File: src/rtl/dmem_bus_bridge.sv
// Converts the single-cycle data-memory interface into a registered valid/ready request/response bus.
// Optional abort-on-timeout is enabled by defining DMEM_BUS_BRIDGE_TIMEOUT_EN.
module dmem_bus_bridge #(
   parameter int unsigned TIMEOUT_CYCLES = 255,
   parameter int unsigned CNT_W          = 8
) (
   input  logic        clk,
   input  logic        rst_n,
   input  logic        core_req,
   input  logic        core_we,
   input  logic [31:0] core_addr,
   input  logic [31:0] core_wdata,
   input  logic [3:0]  core_wstrb,
   output logic [31:0] core_rdata,
   output logic        core_err,
   output logic        stall,
   output logic        bus_req_valid,
   input  logic        bus_req_ready,
   output logic [31:0] bus_addr,
   output logic        bus_we,
   output logic [31:0] bus_wdata,
   output logic [3:0]  bus_wstrb,
   input  logic        bus_resp_valid,
   output logic        bus_resp_ready,
   input  logic [31:0] bus_resp_rdata,
   input  logic        bus_resp_err
);

   typedef enum logic [1:0] {IDLE, REQ, RESP, DONE} state_t;

   state_t state;
   logic   timeout_c;
   logic   unused_addr_lsb;

   // The address is word-aligned; the low bits never reach the bus.
   assign unused_addr_lsb = ^core_addr[1:0];

   // Marks an invalid configuration: the counter could never reach TIMEOUT_CYCLES.
   if ((64'd1 << CNT_W) <= 64'(TIMEOUT_CYCLES)) begin : g_cnt_w_too_small
      logic unused_cfg_error;
      assign unused_cfg_error = 1'b1;
   end

`ifdef DMEM_BUS_BRIDGE_TIMEOUT_EN
   logic [CNT_W-1:0] wait_cnt;

   // Counts bus wait cycles; zero on the first REQ cycle of every transaction.
   always_ff @(posedge clk or negedge rst_n) begin
      if (!rst_n) begin
         wait_cnt <= '0;
      end else if (state == IDLE) begin
         wait_cnt <= '0;
      end else if (state == REQ || state == RESP) begin
         wait_cnt <= wait_cnt + CNT_W'(1);
      end
   end

   assign timeout_c = (wait_cnt == CNT_W'(TIMEOUT_CYCLES - 1));
`else
   assign timeout_c = 1'b0;
`endif

   // DONE is the single cycle in which the core sees its result and advances.
   assign stall = core_req & (state != DONE);

   always_ff @(posedge clk or negedge rst_n) begin
      if (!rst_n) begin
         state          <= IDLE;
         bus_req_valid  <= 1'b0;
         bus_resp_ready <= 1'b0;
         bus_addr       <= '0;
         bus_we         <= 1'b0;
         bus_wdata      <= '0;
         bus_wstrb      <= '0;
         core_rdata     <= '0;
         core_err       <= 1'b0;
      end else begin
         case (state)
            IDLE: begin
               if (core_req) begin
                  state         <= REQ;
                  bus_req_valid <= 1'b1;
                  bus_addr      <= {core_addr[31:2], 2'b00};
                  bus_we        <= core_we;
                  bus_wdata     <= core_wdata;
                  bus_wstrb     <= core_we ? core_wstrb : 4'b0000;
                  core_err      <= 1'b0;
               end
            end
            REQ: begin
               if (timeout_c) begin
                  state         <= DONE;
                  bus_req_valid <= 1'b0;
                  core_err      <= 1'b1;
                  core_rdata    <= '0;
               end else if (bus_req_valid && bus_req_ready) begin
                  state          <= RESP;
                  bus_req_valid  <= 1'b0;
                  bus_resp_ready <= 1'b1;
               end
            end
            RESP: begin
               if (bus_resp_valid) begin
                  state          <= DONE;
                  bus_resp_ready <= 1'b0;
                  core_err       <= bus_resp_err;
                  if (!bus_we) begin
                     core_rdata <= bus_resp_rdata;
                  end
               end else if (timeout_c) begin
                  state          <= DONE;
                  bus_resp_ready <= 1'b0;
                  core_err       <= 1'b1;
                  core_rdata     <= '0;
               end
            end
            DONE: begin
               // The request still held high here was just served.
               state <= IDLE;
            end
            default: begin
               state          <= IDLE;
               bus_req_valid  <= 1'b0;
               bus_resp_ready <= 1'b0;
            end
         endcase
      end
   end

endmodule

File: config.mk
export PLATFORM = sky130hd
export DESIGN_NAME = dmem_bus_bridge
export DESIGN_NICKNAME = d
export VERILOG_FILES = /design/src/rtl/dmem_bus_bridge.sv
export SDC_FILE = /design/constraint.sdc
export NUM_CORES = 1
export LEC_CHECK = 0
export ABC_AREA = 1
export CAP_MARGIN = 20
export CORE_MARGIN = 2
export CORE_UTILIZATION = 40
export DETAILED_ROUTE_END_ITERATION = 8
export GPL_TIMING_DRIVEN = 0
export HOLD_SLACK_MARGIN = 0.08
export PLACE_DENSITY = 0.8
export SETUP_SLACK_MARGIN = 0.4
export SYNTH_ARGS = -nofsm -noshare
export SYNTH_HDL_FRONTEND = slang
export SYNTH_SLANG_ARGS = --single-unit
File: constraint.sdc
create_clock -name clk -period 1.95 [get_ports clk]
set_clock_uncertainty 0.15 [all_clocks]
set_input_delay 0.195 -clock clk [delete_from_list [all_inputs] [get_ports clk]]
set_output_delay 0.195 -clock clk [all_outputs]
set_load 0.05 [all_outputs]
Yosys cells after proc, flatten, opt, wreduce, memory -nomap -nowiden
Index checks and enable logic that the tools add are counted.
- flip-flop bits (word level): 104
- input bits: 107
- output and inout port bits: 105
- word-level logic and storage cells: 43
- equal/unequal tests: 7
- multiplexer cells: 14
- bitwise operators: 2
- reduce and logical (&&, ||, !) cells: 11
- operators with widths (operator ; number):
    $reduce_and A3 Y1 ; 5
    $ne A2 B2 Y1 const B ; 4
    $pmux W2 S4 ; 1
    $mux W1 ; 6
    $mux W2 ; 3
    $pmux W1 S2 ; 3
    $reduce_bool A2 Y1 ; 3
    $eq A2 B2 Y1 const B ; 2
    $mux W4 ; 1
    $eq A2 B1 Y1 const B ; 1
    $logic_not A2 Y1 ; 1
    $reduce_and A2 Y1 ; 1
    $and A1 B1 Y1 ; 1
    $logic_and A1 B1 Y1 ; 1
    $not A1 Y1 ; 1

Depth between registers and ports, before layout
- depth in word-level cells: 3
- mapped depth: 7
- depth with buffers taken out: 7

Worst setup path after synthesis
No wires, ideal clock.
- kind: reg-to-output
- start: register state[0]
- end: output stall
- data arrival time: 1244 ps
- data required time: 1605 ps
- setup slack: 361 ps
- stages on the path, launching flop included: 3
- cells stage by stage: dfrtp_1 ha_1 nor2_1
- word-level cells in the longest chain between the ends: 2
- ends and longest elaborated chain (element ; RTL line ; source):
    start: declaration ; 31 ; state_t state;
    start signal: assignment ; 68 ; state <= IDLE;
    start signal: assignment ; 81 ; state <= REQ;
    start signal: assignment ; 92 ; state <= DONE;
    $ne A2 B2 Y1 ; 64 ; assign stall = core_req & (state != DONE);
    $and A1 B1 Y1 ; 64 ;
    end: declaration ; 16 ; output logic stall,
Every way passes these cells.

Worst setup path in the final report
Ends and elaborated chain as after synthesis.

==> metrics.md <==
| Metric | Value |
|---|---|
| Via count | `3,853` |
| Count of cell types in the netlist | `19` |
| Net load switching power | `~0.0066 W` |
| WL met3 | `921 um` |
| Largest net degree at the start of global routing | `65` |
| Average wire per standard cell | `14.07 um` |
| Nets | `812` |
| CTS H-Tree Depth | `3` |
| Top sig layer | `met4` |
| Width of the die | `106.1 um` |
| Clock transition at the registers of the reported paths | `0.10 ns` |
| CP max stage cell | `dfrtp_1` |
| Die Area | `around 11,000 um2` |
| Final setup fails | `0` |
| Lkg Pwr | `3.460 nW` |
| Die Y-Extent | `106.1 um` |
| Crit Path Class | `reg -> out` |
| Worst-margin pin slew | `0.5472 ns` |
| Mapped cell area | `4168 um2` |
| Layout area overhead | `66.44%` |
| Logic pwr share | `~60%` |
| Fmax | `623.6 MHz` |
| Final hold violations | `0` |
| Max Cap Viol | `0` |
| Clk Latency, worst-skew pair | `0.36 ns` |
| Slew HR | `63.52%` |
| Worst path max stage delay | `0.44 ns` |
| Fin Setup TNS | `0 ns` |
| Crit path max fanout | `4` |
| Clock Path Buffers | `2` |
| Worst vdd ir | `0.8476 mV` |
| Initial DRC Count | `between 200 and 250` |
| Vias in the first global route | `between 3,000 and 4,000` |
| CORE AREA | `10,230 um2` |
| # fillers | `787` |
| Worst Path Arrival | `1.26 ns` |
| Worst min path class | `in -> async` |
| Root Driver | `clkbuf_8` |
| DRT Wirelength | `11,820 um` |
| # IOs | `212` |
| GRT Overall Usage | `between 20% and 30%` |
| Critical path required time | `1.60 ns` |
| Synth Register Bits | `104` |
| CP Capture Type | `output pin` |
| Initial antenna violation count | `0` |
| Met2 wire length | `5910 um` |
| Crit share post-route | `82.24%` |
| CTS tree | `done` |
| DP Wirelength | `roughly 8600 um` |
| Max Slew Vio Count | `0` |
| Layout cells sized above 1 | `22.59%` |
| Pint | `0.006247 W` |
| Vias/cell | `4.587` |
| Syn. warnings | `0` |
| Diodes inserted | `0` |
| Leading cell type in the layout, fill and taps excluded | `nand2_1` |
| Final global-route overflow total | `0` |
| Seq/Total Area, Yosys | `62.44%` |
| Clock power frac | `~11%` |
| Register share of total power | `29.1%` |
| Status | `finished clean` |
| CP cell instances | `ha_2 > nor2_4 > buf_6` |
| Unrepaired setup endpoints after global routing | `yes` |
| Pre-antenna DRT Iters | `5` |
| Fin crit period | `about 1.6 ns` |
| Placed cell count | `815` |
| Commonest non-fill, non-tap cells in the layout | `nand2_1, dfrtp_1, clkdlybuf4s50_1` |
| Sw frac | `51.32%` |
| Top cell family by delay on the critical path | `flip-flops` |
| Antenna-violating nets left | `0` |
| Pwr Density | `1850 nW/um2` |
| Post-Synthesis Cells | `470` |
| RD Place Congestion | `0.8297` |
| Total CTS buffers | `9` |
| Min Hold Slack | `0.1934 ns` |
| Non-filler cells, final | `840` |
| Worst setup SP type | `flop` |
| Buf/Inv on CP | `1` |
| R2r setup slk | `0.40 ns` |
| First-pass GRT wire length | `around 19,000 um` |
| WL met1 | `approximately 4700 um` |
| Mean Syn Cell Area | `8.868 um2` |
| DR DRC count | `0` |
| Starting Density | `40.74%` |
| Util after Layout | `67.80%` |
| Sink Count | `104` |
| Row count | `37` |
| I/O Buffers | `207` |
## timing repair
item / in CTS / in global routing
endpoints found under the hold margin: 40 / 0
resized for setup: 326 / 22
setup buffers: 2 / 5
cloned: 0 / 1
pin swaps: 0 / 2
hold buffers: 1 / 0
endpoints found under the setup margin: 204 / 102
## area by class of cell
| cell class | instances | area, um2 | share of cell area (%) |
|---|---|---|---|
| sequential | 104 | 2603 | 37.52 |
| timing repair buffer | 216 | 2282 | 32.90 |
| multi-input combinational | 303 | 1321 | 19.05 |
| buffer | 21 | 175.2 | 2.525 |
| inverter | 44 | 172.7 | 2.489 |
| tap | 136 | 170.2 | 2.453 |
| clock buffer | 11 | 131.4 | 1.894 |
| clock inverter | 5 | 81.33 | 1.172 |
## cells in the mapped netlist (all sizes together)
master  number  area, um2
o21ai       37      185.2
ha           6      75.07
buf         18      128.9
nand3        4      25.02
o211ai       1      7.510
nand2      247      929.7
conb         1      3.750
clkbuf       3      13.76
dfrtp      104       2603
nand4        4      25.02
nor2         1      3.750
inv         44      167.7
## registers in the layout, indices dropped and copies added, names as in the netlist
register	flops
bus_we	1
bus_resp_ready	1
core_rdata	32
state	2
bus_wdata	32
bus_req_valid	1
core_err	1
bus_wstrb	4
bus_addr	30
## path summary, 6_finish.rpt
| check | end | startpoint | depth (start not counted) |
|---|---|---|---|
| max | stall | state[0] | 3 |
| min | bus_wdata[12] | rst_n | 2 |
| max reg2reg | bus_wdata[21] | state[0] | 7 |
| min reg2reg | bus_addr[2] | bus_addr[2] | 2 |
| max in group asynchronous | core_rdata[1] | rst_n | 3 |
| min in group clk | bus_wdata[28] | core_wdata[28] | 3 |
## layer usage
metal | global-route usage (%) | vias up
met5 | 0 | -
met3 | 5.947 | 25
met1 | 24.80 | 1793
met2 | 37.14 | 163
li1 | - | 1872
met4 | 8.835 | 0
## kinds of logic (layout without fill, tap and decap cells)
group                      count (synthesis)  in the layout  share of synthesized area, %
and+or+nand+nor                          256            257                         23.60
DFF                                      104            104                         62.44
adders and majority gates                  6              6                         1.801
buffers and inverters                     65            297                         7.445
other                                      1              2                       0.08998
AOI/OAI and AO/OA                         38             38                         4.623
## stage by stage
step / area [um2] / total power (W) / worst slack, ns
6_report: 6937 / 0.01283 / 0.3463
5_1_grt: 6937 / 0.01355 / 0.3007
4_1_cts: 6849 / 0.01276 / 0.2867
3_5_place_dp: 6441 / 0.01143 / -0.06530
3_3_place_gp: 6416 / 0.01125 / -3.255
2_1_floorplan: 4174 / 0.008636 / 0.4983
## power groups by stage
stage / Combinational (W) / Sequential (W) / Clock [W]
2_1_floorplan: 0.00155 / 0.00708 / 0
3_3_place_gp: 0.00755 / 0.00370 / 0
3_5_place_dp: 0.00769 / 0.00375 / 0
4_1_cts: 0.00755 / 0.00373 / 0.00149
5_1_grt: 0.00811 / 0.00386 / 0.00158
6_report: 0.00766 / 0.00373 / 0.00145
Note: power is estimated with default switching activity, not from simulation.
